`config.mk`:
```
export PLATFORM = sky130hd
export DESIGN_NAME = synapse_unit_flat
export DESIGN_NICKNAME = d
export VERILOG_FILES = /design/src/rtl/synapse_unit_if.sv /design/src/rtl/synapse_unit.sv /design/src/flat_wrapper.sv
export SDC_FILE = /design/constraint.sdc
export NUM_CORES = 1
export LEC_CHECK = 0
export CELL_PAD_IN_SITES_DETAIL_PLACEMENT = 1
export CELL_PAD_IN_SITES_GLOBAL_PLACEMENT = 1
export CORE_MARGIN = 3
export CORE_UTILIZATION = 35
export DETAILED_ROUTE_END_ITERATION = 6
export PLACE_DENSITY = 0.72
export REMOVE_ABC_BUFFERS = 1
export SLEW_MARGIN = 20
export SYNTH_ARGS = -nofsm -noshare
export SYNTH_HDL_FRONTEND = slang
export SYNTH_SLANG_ARGS = --single-unit
export TNS_END_PERCENT = 50
```
`constraint.sdc`:
```
create_clock -name clk -period 7 [get_ports clk]
set_clock_uncertainty 0.05 [all_clocks]
set_input_delay 1.4 -clock clk [delete_from_list [all_inputs] [get_ports clk]]
set_output_delay 1.4 -clock clk [all_outputs]
set_load 0.03 [all_outputs]
```
`src/rtl/synapse_unit_if.sv`:
```
// Handshake bundle between the fire dispatcher, the synapse memory and the
// downstream fire consumer. The unit itself uses the slave view.
interface synapse_unit_if;
  logic        syn_vld;
  logic [9:0]  syn_addr;
  logic        syn_rdy;
  logic        mem_rd_en;
  logic [9:0]  mem_rd_addr;
  logic [15:0] mem_rd_data;
  logic        fire_vld;
  logic [7:0]  fire_weight;
  logic [7:0]  fire_target;
  logic        fire_rdy;

  modport slave (
    input  syn_vld, syn_addr, mem_rd_data, fire_rdy,
    output syn_rdy, mem_rd_en, mem_rd_addr, fire_vld, fire_weight, fire_target
  );

  modport master (
    output syn_vld, syn_addr, mem_rd_data, fire_rdy,
    input  syn_rdy, mem_rd_en, mem_rd_addr, fire_vld, fire_weight, fire_target
  );
endinterface

```
`src/rtl/synapse_unit.sv`:
```
// Synapse fetch unit: accepts synapse indices, reads weight/target from the
// synapse memory and queues non-zero-weight fires in a credit-managed FIFO.
module synapse_unit #(
  parameter int FIFO_DEPTH = 3
) (
  input  logic          clk,
  input  logic          reset,
  input  logic          enable,
  input  logic          clear_count,
  output logic [15:0]   fire_count,
  output logic          idle,
  synapse_unit_if.slave bus
);
  localparam int PW = (FIFO_DEPTH > 1) ? $clog2(FIFO_DEPTH) : 1;
  localparam int CW = $clog2(FIFO_DEPTH + 1);
  localparam logic [PW-1:0] PTR_LAST = PW'(FIFO_DEPTH - 1);
  localparam logic [CW:0]   DEPTH_V  = (CW + 1)'(FIFO_DEPTH);

  logic [15:0]   fifo_mem [FIFO_DEPTH];
  logic [PW-1:0] wr_ptr;
  logic [PW-1:0] rd_ptr;
  logic [CW-1:0] count;
  logic          inflight;
  logic [CW:0]   used;
  logic          syn_rdy_int;
  logic          accept;
  logic          push;
  logic          pop;

  function automatic logic [PW-1:0] next_ptr(input logic [PW-1:0] p);
    return (p == PTR_LAST) ? '0 : p + 1'b1;
  endfunction

  // A read in flight holds a credit so its data always has a free slot.
  assign used        = {1'b0, count} + {{CW{1'b0}}, inflight};
  assign syn_rdy_int = reset && enable && (used < DEPTH_V);
  assign accept      = bus.syn_vld && syn_rdy_int;
  assign push        = inflight && (bus.mem_rd_data[15:8] != 8'd0);
  assign pop         = (count != '0) && bus.fire_rdy;

  assign bus.syn_rdy     = syn_rdy_int;
  assign bus.mem_rd_en   = accept;
  assign bus.mem_rd_addr = accept ? bus.syn_addr : 10'd0;
  assign bus.fire_vld    = (count != '0);
  assign bus.fire_weight = fifo_mem[rd_ptr][15:8];
  assign bus.fire_target = fifo_mem[rd_ptr][7:0];
  assign idle            = (count == '0) && !inflight;

  always_ff @(posedge clk or negedge reset) begin
    if (!reset) begin
      wr_ptr     <= '0;
      rd_ptr     <= '0;
      count      <= '0;
      inflight   <= 1'b0;
      fire_count <= '0;
    end else begin
      inflight <= accept;
      if (push) wr_ptr <= next_ptr(wr_ptr);
      if (pop)  rd_ptr <= next_ptr(rd_ptr);
      if (push && !pop) begin
        count <= count + 1'b1;
      end else if (pop && !push) begin
        count <= count - 1'b1;
      end
      if (clear_count) begin
        fire_count <= '0;
      end else if (pop && (fire_count != 16'hFFFF)) begin
        fire_count <= fire_count + 16'd1;
      end
    end
  end

  // Payload storage needs no reset: count gates visibility of every slot.
  always_ff @(posedge clk) begin
    if (push) fifo_mem[wr_ptr] <= bus.mem_rd_data;
  end

  no_overflow: assert property (@(posedge clk) disable iff (!reset)
    !(push && !pop && ({1'b0, count} == DEPTH_V)));
endmodule

```
`src/flat_wrapper.sv`:
```
// flat-port wrapper written by rule: the top's interface ports become plain ports
module synapse_unit_flat 
#(
  parameter int FIFO_DEPTH = 3
)
  (clk, reset, enable, clear_count, fire_count, idle, bus_syn_vld, bus_syn_addr, bus_mem_rd_data, bus_fire_rdy, bus_syn_rdy, bus_mem_rd_en, bus_mem_rd_addr, bus_fire_vld, bus_fire_weight, bus_fire_target);
  synapse_unit_if bus_i ();
  input  logic clk;
  input  logic reset;
  input  logic enable;
  input  logic clear_count;
  output logic [15:0] fire_count;
  output logic idle;
  input wire logic [$bits(bus_i.syn_vld)-1:0] bus_syn_vld;
  input wire logic [$bits(bus_i.syn_addr)-1:0] bus_syn_addr;
  input wire logic [$bits(bus_i.mem_rd_data)-1:0] bus_mem_rd_data;
  input wire logic [$bits(bus_i.fire_rdy)-1:0] bus_fire_rdy;
  output wire logic [$bits(bus_i.syn_rdy)-1:0] bus_syn_rdy;
  output wire logic [$bits(bus_i.mem_rd_en)-1:0] bus_mem_rd_en;
  output wire logic [$bits(bus_i.mem_rd_addr)-1:0] bus_mem_rd_addr;
  output wire logic [$bits(bus_i.fire_vld)-1:0] bus_fire_vld;
  output wire logic [$bits(bus_i.fire_weight)-1:0] bus_fire_weight;
  output wire logic [$bits(bus_i.fire_target)-1:0] bus_fire_target;
  assign bus_i.syn_vld = bus_syn_vld;
  assign bus_i.syn_addr = bus_syn_addr;
  assign bus_i.mem_rd_data = bus_mem_rd_data;
  assign bus_i.fire_rdy = bus_fire_rdy;
  assign bus_syn_rdy = bus_i.syn_rdy;
  assign bus_mem_rd_en = bus_i.mem_rd_en;
  assign bus_mem_rd_addr = bus_i.mem_rd_addr;
  assign bus_fire_vld = bus_i.fire_vld;
  assign bus_fire_weight = bus_i.fire_weight;
  assign bus_fire_target = bus_i.fire_target;
  synapse_unit #(.FIFO_DEPTH(FIFO_DEPTH)) u_core (.clk(clk), .reset(reset), .enable(enable), .clear_count(clear_count), .fire_count(fire_count), .idle(idle), .bus(bus_i));
endmodule
```
==> reports/results.txt <==
After global routing the overflow that remains totals 0. Mean cell area of the mapped netlist: 12.61 um2. Among all stages on the critical path, the largest delay is contributed by a211oi_1. The count of buffering cells on the critical path with inverters included works out to 2. Synthesis-stage register bit count: 71. The endpoint required time on the critical path came out at 5550 ps. The setup TNS was 0 ps; the slew at the pin closest to its max-slew limit was 1026 ps. The delay of the slowest critical-path stage came out at 820 ps. The type of the worst min-delay path was reg -> reg.

The cell area after layout is 0.004150 mm2, and the fill cell instance count of the final layout is 893. The clock insertion delay at the later pin of the skew report was 340 ps; the total global routing track utilization was 14.43%. Standard-cell row count: 33.

The logs give 0 for the number of max-slew violations in the final report and 4.683 mm for the post-detailed-placement half-perimeter wirelength. The logs give 56 for the violation count after the first detailed-route iteration and 0 for the post-cts sizing count. The run gives 71 as the total clock sinks. The worst pin sits at a relative slew slack of 31.61%. The worst setup path is launched from an input pin.

Once detail routing completed, the nets flagged for antenna violations numbered 0. The via count of the first global-routing pass came out at 2252. After detailed routing, the average wire length per cell comes to 15.56 um.

The congestion estimate from routability-driven global placement came to 0.7295. The x dimension of the die is 99.17 um. After clock tree synthesis, the setup repair step added 0 buffers. The tools report the number of different library cells in the post-synthesis netlist as 32.

The kind of cell with the highest combined delay along the critical path is buffers and inverters. Setup repair after global routing left no endpoint under its margin. For the die area, the log shows 0.009834 mm2. The layout overhead on the synthesized area is 36.61%, and the setup-violating endpoint count in the final report is 0.

The number of buffers on the longest clock path was 2; the arrival time at the worst endpoint was 3840 ps. Counting flops with an async set or reset pin after synthesis yields a share of 32.39%. The clock tree synthesis step divided the H-tree into 3 levels. The analysis attributes to cell leakage a power of 1.533 nW. For this configuration, the core starts out at a cell density of 36.42%.

The slack of the worst reg-to-reg path was 4760 ps; the number of flops mapped to enable cells by yosys was 48. In the synthesized netlist the dominant register cell turns out to be edfxtp_1. In this run the tool buffered the top-level ports with 77 buffer cells. After detailed routing, the number of vias per cell comes to 4.928. Of the cells placed in the final design, the portion with a size suffix greater than 1 is 7.975%.

The tools report the root buffer cell as clkbuf_8. Dividing the final minimum period by the clock period gives 75.51%. The number of hold violations in the final report is 0. The hold-fix buffer count after cts came out at 0.

TritonCTS built the clock tree. The tools report the count of synthesis-stage warnings from yosys as 0. The run finished with clean final reports. The worst setup path is of the in -> out kind. Subtracting the final worst setup slack from the clock period gives 5285 ps.

Count of unresolved DRC violations after routing: 0. Sequential elements use 66.39% of the synthesized area. The max capacitance violation total was 0.

For this run, the top clock speed supported by timing is 189.2 MHz. The logs give 9 for the TritonCTS buffer count and 0.003038 mm2 for the netlist area before placement. After clock tree synthesis, the clock-pin slew on the worst setup and hold paths is 70 ps. Across the VDD grid, the largest voltage drop is 0.1600 mV. Cells fill 49.76% of the core in the end. The initial antenna violation count came out at 0. The most used cell along the critical path is clkdlybuf4s50_1.

Along the worst path, the maximum fanout reaches 12. After detailed placement, the total cell area comes to 0.003938 mm2. The synthesized instance count was 241; the net total in the final layout was 357. The wire length of the first global-routing pass came out at 10.98 mm.

The worst setup path is captured at a primary output. Placeable core area: 0.008341 mm2. The repair_antennas step left the layout with diodes totalling 0.

The largest net degree at the start of global routing was 36. Wires add up to 6.706 mm. The first-pass iteration count of the detailed router is 4.

The critical path goes through clkdlybuf4s50_1 > nand2_1 > a211oi_1 > and3_1 > clkdlybuf4s50_1. Vertical die dimension: 99.17 um. The tools report the number of top-level pins as 78. Detailed routing inserted a total of 2124 vias.

For this design the ratio of total power to cell area is 315.5 mW/mm2.
==> cell usage after synthesis (all sizes together), types with 6 or more instances <==
master | n | area share (%)
and3 | 10 | 2.1
clkbuf | 8 | 0.99
dfrtp | 23 | 19
edfxtp | 48 | 47
mux2i | 16 | 5.3
nand2 | 27 | 3.3
nand3 | 9 | 1.5
nor2 | 17 | 2.1
nor3 | 6 | 0.99
o21ai | 22 | 3.6
xor2 | 10 | 2.9
==> state kept, by name (all words and copies together), names as in the netlist <==
name,count
u_core.wr_ptr,2
u_core.fifo_mem,48
u_core.inflight,1
u_core.count,2
u_core.rd_ptr,2
u_core.fire_count,16
==> final cells by class <==
cell class | count | area [um2] | area share (%)
flip-flops and latches | 71 | 2017 | 48.60
multi-input cells | 156 | 980.9 | 23.64
repair buffers | 81 | 800.8 | 19.29
well taps | 105 | 131.4 | 3.166
clock buffers | 10 | 127.6 | 3.075
clock inverters | 6 | 85.08 | 2.050
inverters | 2 | 7.507 | 0.1809
==> power by group <==
group          total (mW)  switching [mW]  internal [mW]
registers           0.554          0.0679          0.486
clock network       0.346           0.147          0.199
logic               0.409           0.221          0.188
==> logic make-up after synthesis <==
logic type                 Yosys count  synth area share, %
DFF                                 71                66.39
xor gates and xnor gates            15                4.324
AOI/OAI and AO/OA                   30                5.272
muxes                               16                5.272
and+or+nand+nor                     91                15.28
adders and majority gates            4                1.648
buffers and inverters               14                1.812
==> metal layers <==
layer | track usage, % | vias to the layer above | share of wire [%] | wire length [um]
met5 | 0 | - | 0 | 0
met4 | 6.303 | 0 | 1.4 | 91
met3 | 3.086 | 7 | 4.7 | 317
met2 | 23.97 | 64 | 50 | 3337
met1 | 18.24 | 1016 | 44 | 2959
li1 | - | 1037 | - | -
==> stage by stage <==
step | hold WS (ps) | power [mW] | std cells | setup WS [ps]
finish | 453.5 | 1.309 | 431 | 1715
global route | 478.9 | 1.378 | 431 | 1544
CTS | 456.6 | 1.328 | 431 | 1684
detailed placement | 439.1 | 0.9789 | 415 | 1697
global placement | 440.8 | 0.9713 | 415 | 1798
floorplan | 411.9 | 0.7869 | 229 | 2482
==> final timing paths <==
check	start	end	cells after the start
max	reset	bus_mem_rd_addr[3]	5
min	u_core.count[1]	u_core.count[1]	1
max reg2reg	u_core.fire_count[0]	u_core.fire_count[5]	6
min reg2reg	u_core.count[1]	u_core.count[1]	1
max in group asynchronous	reset	u_core.fire_count[4]	2
min in group asynchronous	reset	u_core.fire_count[13]	2
==> layout by cell type (no fill, tap or decap), types with 3 or more instances in the layout <==
cell,netlist,routed
or4_1,4,4
and3_1,10,10
nand2_1,27,27
nor3_1,6,5
o21ai_0,20,20
clkdlybuf4s50_1,0,77
nor2_1,17,17
ha_1,4,4
mux2i_1,16,16
edfxtp_1,48,48
a21o_1,3,3
a21oi_1,4,4
nand3_1,9,9
xnor2_1,5,5
nand4_1,5,5
dfrtp_1,23,23
xor2_1,10,10
or3_1,3,3
clkbuf_8,0,9
buf_4,0,4
(Power assumes the default switching activity.)
